## src/rtl/activity_4_serial_adder.sv

```systemverilog
// Multi-cycle adder: adds two WIDTH-bit operands plus carry-in DIGIT bits per clock
// through a DIGIT-bit ripple chain and a registered carry, with a start/done handshake.
module activity_4_serial_adder #(
    parameter int WIDTH = 8,
    parameter int DIGIT = 1
) (
    input  logic             clk,
    input  logic             rst,
    input  logic             start,
    input  logic [WIDTH-1:0] a,
    input  logic [WIDTH-1:0] b,
    input  logic             cin,
    output logic [WIDTH-1:0] sum,
    output logic             cout,
    output logic             overflow,
    output logic             busy,
    output logic             done
);

    localparam int N  = WIDTH / DIGIT;
    localparam int CW = (N > 1) ? $clog2(N) : 1;

    if (WIDTH < 1 || DIGIT < 1 || DIGIT > WIDTH || (WIDTH % DIGIT) != 0) begin : g_param_check
        $error("activity_4_serial_adder: need 1 <= DIGIT <= WIDTH and WIDTH %% DIGIT == 0");
    end

    typedef enum logic [1:0] {IDLE, RUN, DONE} state_e;

    state_e           state_q, state_d;
    logic [WIDTH-1:0] a_q, a_d, b_q, b_d;
    logic [WIDTH-1:0] acc_q, acc_d;
    logic [WIDTH-1:0] sum_q, sum_d;
    logic             carry_q, carry_d;
    logic             cout_q, cout_d;
    logic             ovf_q, ovf_d;
    logic [CW-1:0]    cnt_q, cnt_d;

    logic [DIGIT-1:0] dsum;
    logic [DIGIT:0]   chain;
    logic             last;

    always_comb begin : digit_adder
        chain    = '0;
        dsum     = '0;
        chain[0] = carry_q;
        for (int i = 0; i < DIGIT; i++) begin
            dsum[i]      = a_q[i] ^ b_q[i] ^ chain[i];
            chain[i+1]   = (a_q[i] & b_q[i]) | (chain[i] & (a_q[i] ^ b_q[i]));
        end
    end

    assign last = (cnt_q == CW'(N - 1));

    always_comb begin : next_state
        // NOTE: every next-state signal gets a hold default first, so no path through
        // the case infers a latch.
        state_d = state_q;
        a_d     = a_q;
        b_d     = b_q;
        acc_d   = acc_q;
        sum_d   = sum_q;
        carry_d = carry_q;
        cout_d  = cout_q;
        ovf_d   = ovf_q;
        cnt_d   = cnt_q;
        unique case (state_q)
            IDLE, DONE: begin
                if (start) begin
                    a_d     = a;
                    b_d     = b;
                    carry_d = cin;
                    cnt_d   = '0;
                    state_d = RUN;
                end else if (state_q == DONE) begin
                    state_d = IDLE;
                end
            end
            RUN: begin
                // Result digits enter at the MSB end, so after N steps digit 0 sits at bit 0.
                acc_d   = (WIDTH'(dsum) << (WIDTH - DIGIT)) | (acc_q >> DIGIT);
                a_d     = a_q >> DIGIT;
                b_d     = b_q >> DIGIT;
                carry_d = chain[DIGIT];
                cnt_d   = cnt_q + CW'(1);
                if (last) begin
                    sum_d   = acc_d;
                    cout_d  = chain[DIGIT];
                    ovf_d   = chain[DIGIT] ^ chain[DIGIT-1];
                    state_d = DONE;
                end
            end
            default: state_d = IDLE;
        endcase
    end

    // NOTE: state registers use non-blocking assignments so every flop samples the
    // pre-edge values computed above, independent of process ordering.
    always_ff @(posedge clk or posedge rst) begin
        if (rst) begin
            state_q <= IDLE;
            a_q     <= '0;
            b_q     <= '0;
            acc_q   <= '0;
            sum_q   <= '0;
            carry_q <= 1'b0;
            cout_q  <= 1'b0;
            ovf_q   <= 1'b0;
            cnt_q   <= '0;
        end else begin
            state_q <= state_d;
            a_q     <= a_d;
            b_q     <= b_d;
            acc_q   <= acc_d;
            sum_q   <= sum_d;
            carry_q <= carry_d;
            cout_q  <= cout_d;
            ovf_q   <= ovf_d;
            cnt_q   <= cnt_d;
        end
    end

    assign sum      = sum_q;
    assign cout     = cout_q;
    assign overflow = ovf_q;
    assign busy     = (state_q == RUN);
    assign done     = (state_q == DONE);

endmodule

```

## config.mk

```make
export PLATFORM = sky130hd
export DESIGN_NAME = activity_4_serial_adder
export DESIGN_NICKNAME = d
export VERILOG_FILES = /design/src/rtl/activity_4_serial_adder.sv
export SDC_FILE = /design/constraint.sdc
export NUM_CORES = 1
export LEC_CHECK = 0
export BUFFER_PORTS_ARGS = -buffer_cell sky130_fd_sc_hd__buf_2
export CAP_MARGIN = 20
export CORE_ASPECT_RATIO = 1.25
export CORE_MARGIN = 1
export CORE_UTILIZATION = 30
export CTS_CLUSTER_DIAMETER = 150
export DETAILED_ROUTE_END_ITERATION = 16
export SYNTH_ARGS = -nofsm -noshare
export SYNTH_HDL_FRONTEND = slang
export SYNTH_SLANG_ARGS = --single-unit
```

## constraint.sdc

```tcl
create_clock -name clk -period 1.8 [get_ports clk]
set_clock_uncertainty 0.15 [all_clocks]
set_input_delay 0.45 -clock clk [delete_from_list [all_inputs] [get_ports clk]]
set_output_delay 0.45 -clock clk [all_outputs]
set_load 0.03 [all_outputs]
```

Word level (Yosys, flattened, before mapping). Index checks and enable logic that the tools add are counted.

Flip-flop bits (word level): 40. Latch bits: 0. RAM bits: 0. ROM bits: 0. Input bits: 20. Output and inout bits: 12. Word-level logic and storage cells: 41. Memories kept: 0.

Add/subtract/negate cells: 1. $mul: 0. Divide/modulo/power cells: 0. $lt $le $gt $ge: 0. Eq/ne operators: 6. Shifts and indexed selects: 0. Mux-type cells: 12. Bitwise logic cells: 7. Reduce and logical (&&, ||, !) cells: 6.

Operators with widths (count): one-hot mux 8 bit (2 select lines) (2); 2-to-1 mux 8 bit (2); OR 8 x 7 -> 8 bit (1); 2-to-1 mux 2 bit (3); one-hot mux 3 bit (2 select lines) (1); AND reduction 2 bit (3); one-hot mux 2 bit (2 select lines) (1); adder 3 x 1 -> 3 bit (second input constant) (1); == test 3 bit (second input constant) (1); 2-to-1 mux 3 bit (1); != test 3 bit (second input constant) (1); XOR 1 bit (3); bitwise AND 1 bit (2); == test 2 x 1 -> 1 bit (second input constant) (1); == test 2 bit (second input constant) (1); logical NOT 2 bit (1); != test 2 x 1 -> 1 bit (second input constant) (1); != test 2 bit (second input constant) (1); one-hot mux 1 bit (2 select lines) (1); nonzero test 2 bit (1); OR reduction 2 bit (1); 2-to-1 mux 1 bit (1); OR 1 bit (1).

Longest topological paths before layout. Gate-level depths: netlist of the first run.

Depth after elaboration: 4. Depth in mapped cells: 7. Gate-level depth less buffers: 5.

Worst setup path after synthesis of the first run. No wires, ideal clock.

Path kind: reg2reg. From: reg cnt_q[0]. To: reg cout_q (netlist: cout). Library setup time: 125 ps. Arrival: 1313 ps. Required time: 1525 ps. Slack: 212 ps. Cell stages (with the launch flop): 6. Buffers on the path: 1. Clock period less this slack: 1588 ps. Path through: dfrtp_1 > ha_1 > ha_1 > nand3b_4 > buf_6 > mux2_2.

Word-level cells in the longest chain between the ends: 2.

RTL lines: from (decl) (RTL line 36) `logic [CW-1:0] cnt_q, cnt_d;`; from (signal assigned) (RTL line 118) `cnt_q <= cnt_d;`; == test 3 bit (RTL line 52) `assign last = (cnt_q == CW'(N - 1));`; AND reduction 2 bit (no source line); to (signal assigned) (RTL line 116) `cout_q <= cout_d;`; to (decl) (RTL line 34) `logic cout_q, cout_d;`.

Every way passes these cells. A chain may end at the register's enable or synchronous reset.

Worst setup path in the final report of the first run.
From: reg state_q[1]. To: out busy.

Word-level cells in the longest chain between the ends: 1.

RTL lines: from (decl) (RTL line 29) `state_e state_q, state_d;`; from (signal assigned) (RTL line 110) `state_q <= state_d;`; == test 2 x 1 -> 1 bit (RTL line 125) `assign busy = (state_q == RUN);`; to (decl) (RTL line 16) `output logic busy,`.

Every way passes these cells.

==> metrics.yaml, run 1 <==
layout:
  final_common_cell: "dfrtp_1"
  nNetsFinal: 208
  area_growth_pct: 15.6
  drive_gt1_share_pct: 32.1
  layout_common_cells: "dfrtp_1 (38), buf_2 (30), nand2_1 (22), nor2_1 (16), o22ai_1 (14)"
  n_antenna_cell: 0
route:
  avgRoutedWirePerCell_um: 13.2
  drc: 0
  drt-initial-drc-count: 53
  wl_mm: 3.29
  vias: 1199
  via_per_inst: 4.83
  dr.pass1.iters: 4
  route.antenna.remaining_nets: 0
worst_setup_path:
  critical_path_arrival_ns: 1.11
  crit_chain: "nand2b_1, inv_4, clkbuf_4"
  cp-start-kind: "register"
  worst-r2r-cell-count: 4
  critical_path_class: "reg -> out"
  crit_path_end_kind: "output port"
  required_ns: 1.20
  critPathSlowestCell: "dfrtp_1"
  critPathMaxStageDelay_ns: 0.38
  path_max_fanout: 4
yosys:
  yosysWarnings: 0
  synthesis.area_um2: 1700
  syn_nets: 173
  yosys-top-cells-area: "dfrtp_1 (57%), mux2_2 (6.6%), o22ai_1 (5.1%), nand2_1 (4.9%), buf_6 (4.6%)"
  ys_types: 24
  synth_area_per_cell_um2: 11.3
  yosysTopAreaCell: "dfrtp_1"
  synth_top_area_share_pct: 57.4
  syn_inst: 150
  ys_seq_area_share_pct: 57.4
  synth.ff_latch_count: 39
sta:
  worstMarginPinSlew_ns: 0.501
  drv_slew: 0
  slew-limit-headroom_pct: 66.6
  finalSetupTns_ns: 0
  fin_crit_sh_pct: 95.3
  fin_ws_ns: 0.0851
  hold_violations: 0
  report.final.setup_viol: 0
  timing.fmax_ghz: 0.583
  min_period_ns: 1.71
  grt_setup_unrepaired: "no"
clocking:
  numCtsBuffers: 5
  hold_buffers: 0
  cts.clk_slew.worst_paths_ns: 0.07
  cts_sinks: 39
  cts_max_level: 2
  root_buffer: "clkbuf_8"
  tritoncts: "built"
  cts_buffer_depth: 2
  clk_latency_ns: 0.28
global_routing:
  antenna_found_initial: 0
  grt_pass1_vias: 1204
  grt-ovfl-total: 0
  grt_util_all_layers_pct: 11.9
  grt_pass1_wl_mm: 5.64
  grt_max_degree: 40
power_and_ir_drop:
  sw_frac_of_total_pct: 39.6
  power_density_nw_per_um2: 1880
  ir_drop_mv: 0.789
  p_switching_w: 0.00146
  finalPower_w: 0.00369
  power_frac_seq_pct: 42.1
  leakagePower_nw: 0.957
  clock_power_share_pct: 14.7
  pwr-share-comb_pct: 43.2
  intPower_w: 0.00223
floorplanning:
  rows: 30
  ios: 32
  die_area_um2: 5980
  chipHeight_um: 86.2
  initial_utilization_pct: 31.3
  coreArea_um2: 5440
  die_w_um: 69.4
place:
  io_buffers: 31
  dp.final_hpwl_mm: 2.19
  place_congestion: 0.711
  pre_cts_ws_ns: 0.169
flow_run:
  drv_cap: 0
status:
  outcome: "complete, no violations"
worst_hold_path:
  hp-class: "in -> async"
## power groups by stage
stage | sequential, W | combinational [W] | clock (W)
global route | 0.00162 | 0.00177 | 0.000604
CTS | 0.00156 | 0.00160 | 0.000563
global placement | 0.00157 | 0.00156 | 0
finish | 0.00155 | 0.00159 | 0.000541
detailed placement | 0.00158 | 0.00159 | 0
floorplan | 0.00172 | 0.00115 | 0
## what timing repair did
item                       in CTS  in global routing
pin swaps                       0                  0
setup endpoints to repair       1                  1
gates resized for setup         1                  1
buffers inserted                0                  1
hold endpoints to repair        0                  0
## path summary, 6_finish.rpt
path                            startpoint    endpoint  slack [ns]
min in group clk                      b[7]      b_q[7]        0.24
max in group asynchronous              rst  state_q[0]        1.00
worst max register to register    cnt_q[0]      sum[3]        0.17
worst min-delay path                   rst    overflow        0.12
worst min register to register    acc_q[1]    acc_q[1]        0.32
worst max-delay path            state_q[1]        busy        0.09
## Yosys cell counts (all sizes together)
cell     n
o21ai    3
mux2i    1
nand2   22
nand2b   2
mux2    10
nand3b   1
nor3    14
a211oi   1
nor2b    3
ha       2
buf     11
xnor2    1
o22ai   14
nor2    16
dfrtp   39
a22o     4
fa       1
nand3    1
a21oi    1
inv      3
## flip-flops by register name, indices dropped and copies added, names as in the netlist
name and flops:
acc_q 7, overflow 1, state_q 2, b_q 8, cnt_q 3, cout 1, carry_q 1, a_q 8
sum 8
## final cells by class
type                    count  area, um^2
flip-flops and latches     39         977
clock buffers               6        72.6
repair buffers             39         218
fillers                   555        3480
multi-input cells          97         606
well taps                  64        80.1
inverters                   3        13.8
## worst max-delay path: cells and delay by family (launching register included)
family	cells	cell delay (ns)
buffers and inverters	2	0.26
DFF	1	0.38
and+or+nand+nor	1	0.19
## stage by stage
stage          utilization [%]  std cells  hold WS [ns]  area, um^2
2_1_floorplan                -        150         0.292        1700
3_5_place_dp              34.6        241         0.315        1880
3_3_place_gp              34.6        241         0.310        1880
5_1_grt                   36.1        248         0.181        1970
4_1_cts                   36.0        247         0.148        1960
6_report                  36.1        248         0.120        1970
## logic make-up after synthesis
| logic type | count (synthesis) | share of synthesized area [%] |
|---|---|---|
| fa+ha+maj | 3 | 2.65 |
| simple gates | 59 | 16.4 |
| compound gates | 23 | 8.82 |
| xor+xnor | 1 | 0.515 |
| mux | 11 | 7.21 |
| buf+inv | 14 | 7.06 |
| flops | 39 | 57.4 |
## routing by layer
layer  part of all wire, %  track usage, %
met1                    45            14.0
met2                    50            20.7
met3                   3.9            3.37
met4                   1.2            4.45
met5                     0               0
No activity file was read; power rests on OpenSTA's default activity.
==> run 2: changes to the inputs <==
--- a/config.mk
+++ b/config.mk
@@ -5,6 +5,7 @@
 export SDC_FILE = /design/constraint.sdc
 export NUM_CORES = 1
 export LEC_CHECK = 0
+export ABC_AREA = 1
 export BUFFER_PORTS_ARGS = -buffer_cell sky130_fd_sc_hd__buf_2
 export CAP_MARGIN = 20
 export CORE_ASPECT_RATIO = 1.25
==> run 2 against run 1 <==
- design area grew 14%
- routed wire length grew 7.6%
- maximum frequency shrank 0.17%
- utilization grew 1.8 points
- combinational power grew 23%
- synthesized cell count grew 50%
- largest cell class unchanged
- largest power group unchanged
==> metrics.yaml, run 2 <==
layout:
  drive_gt1_share_pct: 24.0
  stdcell_count: 345
  layout_common_cells: "nand2_1 (80), inv_1 (37), dfrtp_1 (37), buf_2 (30), nand3_1 (29)"
  area_growth_pct: 20.6
  final_util_pct: 37.9
  n_antenna_cell: 0
  final_common_cell: "nand2_1"
  nNetsFinal: 285
clocking:
  cts_sinks: 39
  tritoncts: "built"
  cts.clk_slew.worst_paths_ns: 0.08
  cts_buffer_depth: 2
  root_buffer: "clkbuf_8"
  numCtsBuffers: 5
  clk_latency_ns: 0.29
  cts_max_level: 2
  hold_buffers: 0
route:
  via_per_inst: 4.18
  dr.pass1.iters: 4
  drc: 0
  drt-initial-drc-count: 67
  avgRoutedWirePerCell_um: 10.2
  route.antenna.remaining_nets: 0
  wl_mm: 3.54
  vias: 1442
sta:
  worstMarginPinSlew_ns: 0.486
  hold_violations: 0
  whs_ns: 0.113
  fin_crit_sh_pct: 95.4
  min_period_ns: 1.72
  timing.fmax_ghz: 0.582
  report.final.setup_viol: 0
  drv_slew: 0
  slew-limit-headroom_pct: 67.6
  grt_setup_unrepaired: "no"
  finalSetupTns_ns: 0
yosys:
  syn_nets: 248
  yosys-top-cells-area: "dfrtp_1 (53%), nand2_1 (16%), nand3_1 (7.8%), inv_1 (7.5%), o21ai_2 (2.8%)"
  synth.ff_latch_count: 39
  yosysWarnings: 0
  synth_edf_count: 0
  ys_seq_area_share_pct: 52.6
  ys_types: 21
  synthesis.area_um2: 1850
  synthTopCellsByCount: "nand2_1 (80), dfrtp_1 (39), inv_1 (37)"
  syn_inst: 225
  yosys.cell_count.top_type: "nand2_1"
  synth_flop_cell: "dfrtp_1"
  synth_area_per_cell_um2: 8.24
  yosysTopAreaCell: "dfrtp_1"
  async_flop_share_pct: 100
  synth_top_area_share_pct: 52.6
worst_setup_path:
  required_ns: 1.20
  worst-path-buf-inv: 2
  crit_path_end_kind: "output port"
  cp-start-kind: "register"
  critical_path_class: "reg -> out"
  crit_chain: "inv_4, nor2_2, buf_4"
  cp-startpoint: "state_q[1]"
  path_max_fanout: 9
  critical_path_arrival_ns: 1.12
  worst-r2r-cell-count: 6
  critPathMaxStageDelay_ns: 0.43
  cp_top_family: "flip-flops"
  cp.depth: 3
  critPathSlowestCell: "dfrtp_2"
  r2r_start: "state_q[0]"
floorplanning:
  chipHeight_um: 89.9
  ios: 32
  initial_utilization_pct: 31.5
  die_w_um: 72.3
  die_area_um2: 6500
  rows: 31
  coreArea_um2: 5900
global_routing:
  grt_pass1_vias: 1436
  grt_util_all_layers_pct: 12.3
  antenna_found_initial: 0
  grt_pass1_wl_mm: 6.22
  grt-ovfl-total: 0
  grt_max_degree: 40
flow_run:
  drv_cap: 0
place:
  dp.final_hpwl_mm: 2.45
  io_buffers: 31
  place_congestion: 0.739
  dp_cells: 336
status:
  outcome: "complete, no violations"
power_and_ir_drop:
  leakagePower_nw: 1.26
  power_density_nw_per_um2: 1890
  ir_drop_mv: 0.476
worst_hold_path:
  hp-class: "in -> async"
run 2: cell types whose count changed in the layout (fill, tap and decap cells not counted), sizes merged, moves of 13 or more:
cell   change
nand2     +62
inv       +37
nand3     +28
nor3      -14
o22ai     -14
o21ai     +13
run 2: tightest hold or removal path: stages:
cell	delay (ns)
buf_2	0.09
inv_1	0.04
buf_4	0.41
run 2: through the flow:
step	setup slack [ns]	cell area, um^2	total power [W]
detailed placement	0.190	2100	0.00349
global placement	0.216	2100	0.00344
global route	0.0534	2240	0.00464
floorplan	0.0720	1850	0.00306
CTS	0.0135	2230	0.00427
finish	0.0821	2240	0.00423
run 2: layer usage:
metal  wire (um)  vias to the layer above  GRT usage [%]
li1            -                      757              -
met1        1670                      650           14.3
met2        1620                       26           20.2
met3         114                        9           3.48
met4         128                        0           6.54
met5           0                        -              0
run 2: cell families (layout without fill, tap and decap cells):
kind of cell	count (synthesis)	after routing	share of synthesized area (%)
xor gates and xnor gates	1	1	0.472
AOI/OAI and AO/OA	17	17	5.80
adders and majority gates	3	3	2.43
DFF	39	39	52.6
and+or+nand+nor	117	117	27.4
buffers and inverters	48	86	11.3
run 2: cell type report:
| cell class | count | area (um^2) |
|---|---|---|
| well taps | 82 | 103 |
| fillers | 642 | 3660 |
| clock buffers | 6 | 82.6 |
| repair buffers | 38 | 210 |
| clock inverters | 2 | 35.0 |
| flip-flops and latches | 39 | 978 |
| inverters | 40 | 155 |
| multi-input cells | 138 | 672 |
run 2: path summary, 6_finish.rpt:
kind / end / slack (ns)
setup / recovery: done / 0.08
hold / removal: acc_q[4] / 0.11
setup reg to reg: b_q[2] / 0.22
hold reg to reg: cout / 0.32
max in group asynchronous: state_q[0] / 1.02
min in group clk: a_q[7] / 0.23
run 2: power by group:
group | leakage, nW | total [W] | internal, W | switching, W
registers | 0.482 | 0.00153 | 0.00130 | 0.000230
clock network | 0.0612 | 0.000753 | 0.000449 | 0.000304
logic | 0.712 | 0.00195 | 0.000693 | 0.00126
run 2: repair_timing:
item	in CTS	in global routing
setup endpoints to repair	2	2
setup buffers	0	1
resized for setup	4	1
==> run 3: changes to the inputs <==
==> constraint.sdc (replaced) <==
create_clock -name clk -period 1.7 [get_ports clk]
set_clock_uncertainty 0.15 [all_clocks]
set_input_delay 0.425 -clock clk [delete_from_list [all_inputs] [get_ports clk]]
set_output_delay 0.425 -clock clk [all_outputs]
set_load 0.03 [all_outputs]
==> run 3 against run 2 <==
- combinational power is 10% higher
- sequential share of layout area is 0.29 points lower
- flip-flop and latch count stayed put
- clock power is 19% lower
- total power is 3.1% higher
- global-route usage is 0.66 points lower
- cell count is 0.58% higher
- register-to-register slack worse by 0.02 ns
- count of clock-buffer cells in the layout is 1 lower
- sequential power is 5% higher
- critical endpoint is now busy
- utilization is 0.25 points higher
==> metrics.yaml, run 3 (same netlist as run 2, synthesis figures left out) <==
status:
  outcome: "complete, no violations"
global_routing:
  antenna_found_initial: 0
  grt_pass1_vias: 1324
  grt_pass1_wl_mm: 5.96
  grt_max_degree: 40
  grt-ovfl-total: 0
  grt_util_all_layers_pct: 11.7
clocking:
  hold_buffers: 0
  clk_latency_ns: 0.29
  cts_sinks: 39
  cts.clk_slew.worst_paths_ns: 0.08
  numCtsBuffers: 5
  cts_buffer_depth: 2
  cts_max_level: 2
  root_buffer: "clkbuf_8"
  tritoncts: "built"
sta:
  slew-limit-headroom_pct: 76.9
  finalSetupTns_ns: 0
  report.final.setup_viol: 0
  whs_ns: 0.0218
  drv_slew: 0
  fin_crit_sh_pct: 98.3
  worstMarginPinSlew_ns: 0.345
  hold_violations: 0
  timing.fmax_ghz: 0.599
  min_period_ns: 1.67
floorplanning:
  rows: 31
  initial_utilization_pct: 31.5
  die_area_um2: 6500
  die_w_um: 72.3
  coreArea_um2: 5900
  chipHeight_um: 89.9
  ios: 32
power_and_ir_drop:
  sw_frac_of_total_pct: 43.8
  intPower_w: 0.00245
  leakagePower_nw: 1.26
  p_switching_w: 0.00191
  pwr-share-comb_pct: 49.3
  power_density_nw_per_um2: 1940
  ir_drop_mv: 0.612
  power_frac_seq_pct: 36.7
  clock_power_share_pct: 13.9
worst_setup_path:
  critPathSlowestCell: "dfrtp_2"
  worst-r2r-cell-count: 6
  critical_path_class: "reg -> out"
  critical_path_arrival_ns: 1.10
  required_ns: 1.12
  crit_chain: "buf_4, inv_4, nor2_4, buf_6"
  critPathMaxStageDelay_ns: 0.42
  r2r_start: "cnt_q[0]"
  cp-start-kind: "register"
  cp-startpoint: "state_q[0]"
  path_max_fanout: 3
  crit_path_end_kind: "output port"
flow_run:
  drv_cap: 0
layout:
  layout_common_cells: "nand2_1 (80), inv_1 (37), dfrtp_1 (37), nand3_1 (29), buf_2 (29)"
  n_antenna_cell: 0
  multi_input_area_um2: 677
  nNetsFinal: 287
  drive_gt1_share_pct: 24.5
  nFillCells: 649
  final_common_cell: "nand2_1"
  area_growth_pct: 21.4
  final_util_pct: 38.2
  final-seq-area_um2: 978
worst_hold_path:
  hp-class: "in -> async"
route:
  drt-initial-drc-count: 56
  drc: 0
  via_per_inst: 4.17
  route.antenna.remaining_nets: 0
  wl_mm: 3.54
  vias: 1446
  dr.pass1.iters: 4
  avgRoutedWirePerCell_um: 10.2
place:
  dp.final_hpwl_mm: 2.49
  io_buffers: 31
  place_congestion: 0.759
run 3: cell type report:
type / instances / share of cell area, %
clock inverter: 3 / 0.667
timing repair buffer: 40 / 11.2
inverter: 40 / 7.00
tap: 82 / 4.56
clock buffer: 5 / 3.06
sequential: 39 / 43.5
multi-input combinational: 138 / 30.1
run 3: power by group through the flow:
stage / clock (W) / sequential (W) / combinational, W
4_1_cts: 0.000629 / 0.00160 / 0.00216
2_1_floorplan: 0 / 0.00179 / 0.00145
5_1_grt: 0.000665 / 0.00165 / 0.00245
3_3_place_gp: 0 / 0.00163 / 0.00204
6_report: 0.000608 / 0.00160 / 0.00215
3_5_place_dp: 0 / 0.00163 / 0.00208
run 3: final timing paths:
check                              to  slack (ns)
max                              busy        0.03
max in group asynchronous  state_q[1]        1.17
min                          acc_q[5]        0.02
min in group clk               a_q[7]        0.20
max reg2reg                      cout        0.20
min reg2reg                      cout        0.32
run 3: repair_timing:
action | in CTS | in global routing
buffers inserted | 2 | 0
setup endpoints to repair | 2 | 2
pin swaps | 0 | 1
gates resized for setup | 6 | 4
gates cloned | 0 | 0
run 3: through the flow:
| stage | instances | power, W | cell area, um^2 | setup slack [ns] |
|---|---|---|---|---|
| finish | 347 | 0.00436 | 2250 | 0.0294 |
| global route | 347 | 0.00477 | 2250 | -0.00568 |
| CTS | 347 | 0.00439 | 2240 | -0.00703 |
| detailed placement | 337 | 0.00371 | 2120 | 0.155 |
| global placement | 337 | 0.00367 | 2120 | 0.151 |
| floorplan | 225 | 0.00324 | 1860 | 0.116 |
run 3: worst max-delay path: cells and delay by family, from the launching register on:
family / cells / cell delay [ns]
flops: 1 / 0.42
buf+inv: 3 / 0.35
simple gates: 1 / 0.04
run 3: metal layers:
layer | routed length (um) | track usage, % | part of all wire [%]
met1 | 1690 | 15.2 | 48
met3 | 159 | 3.25 | 4.5
met2 | 1650 | 18.2 | 47
met5 | 0 | 0 | 0
met4 | 38 | 4.25 | 1.1
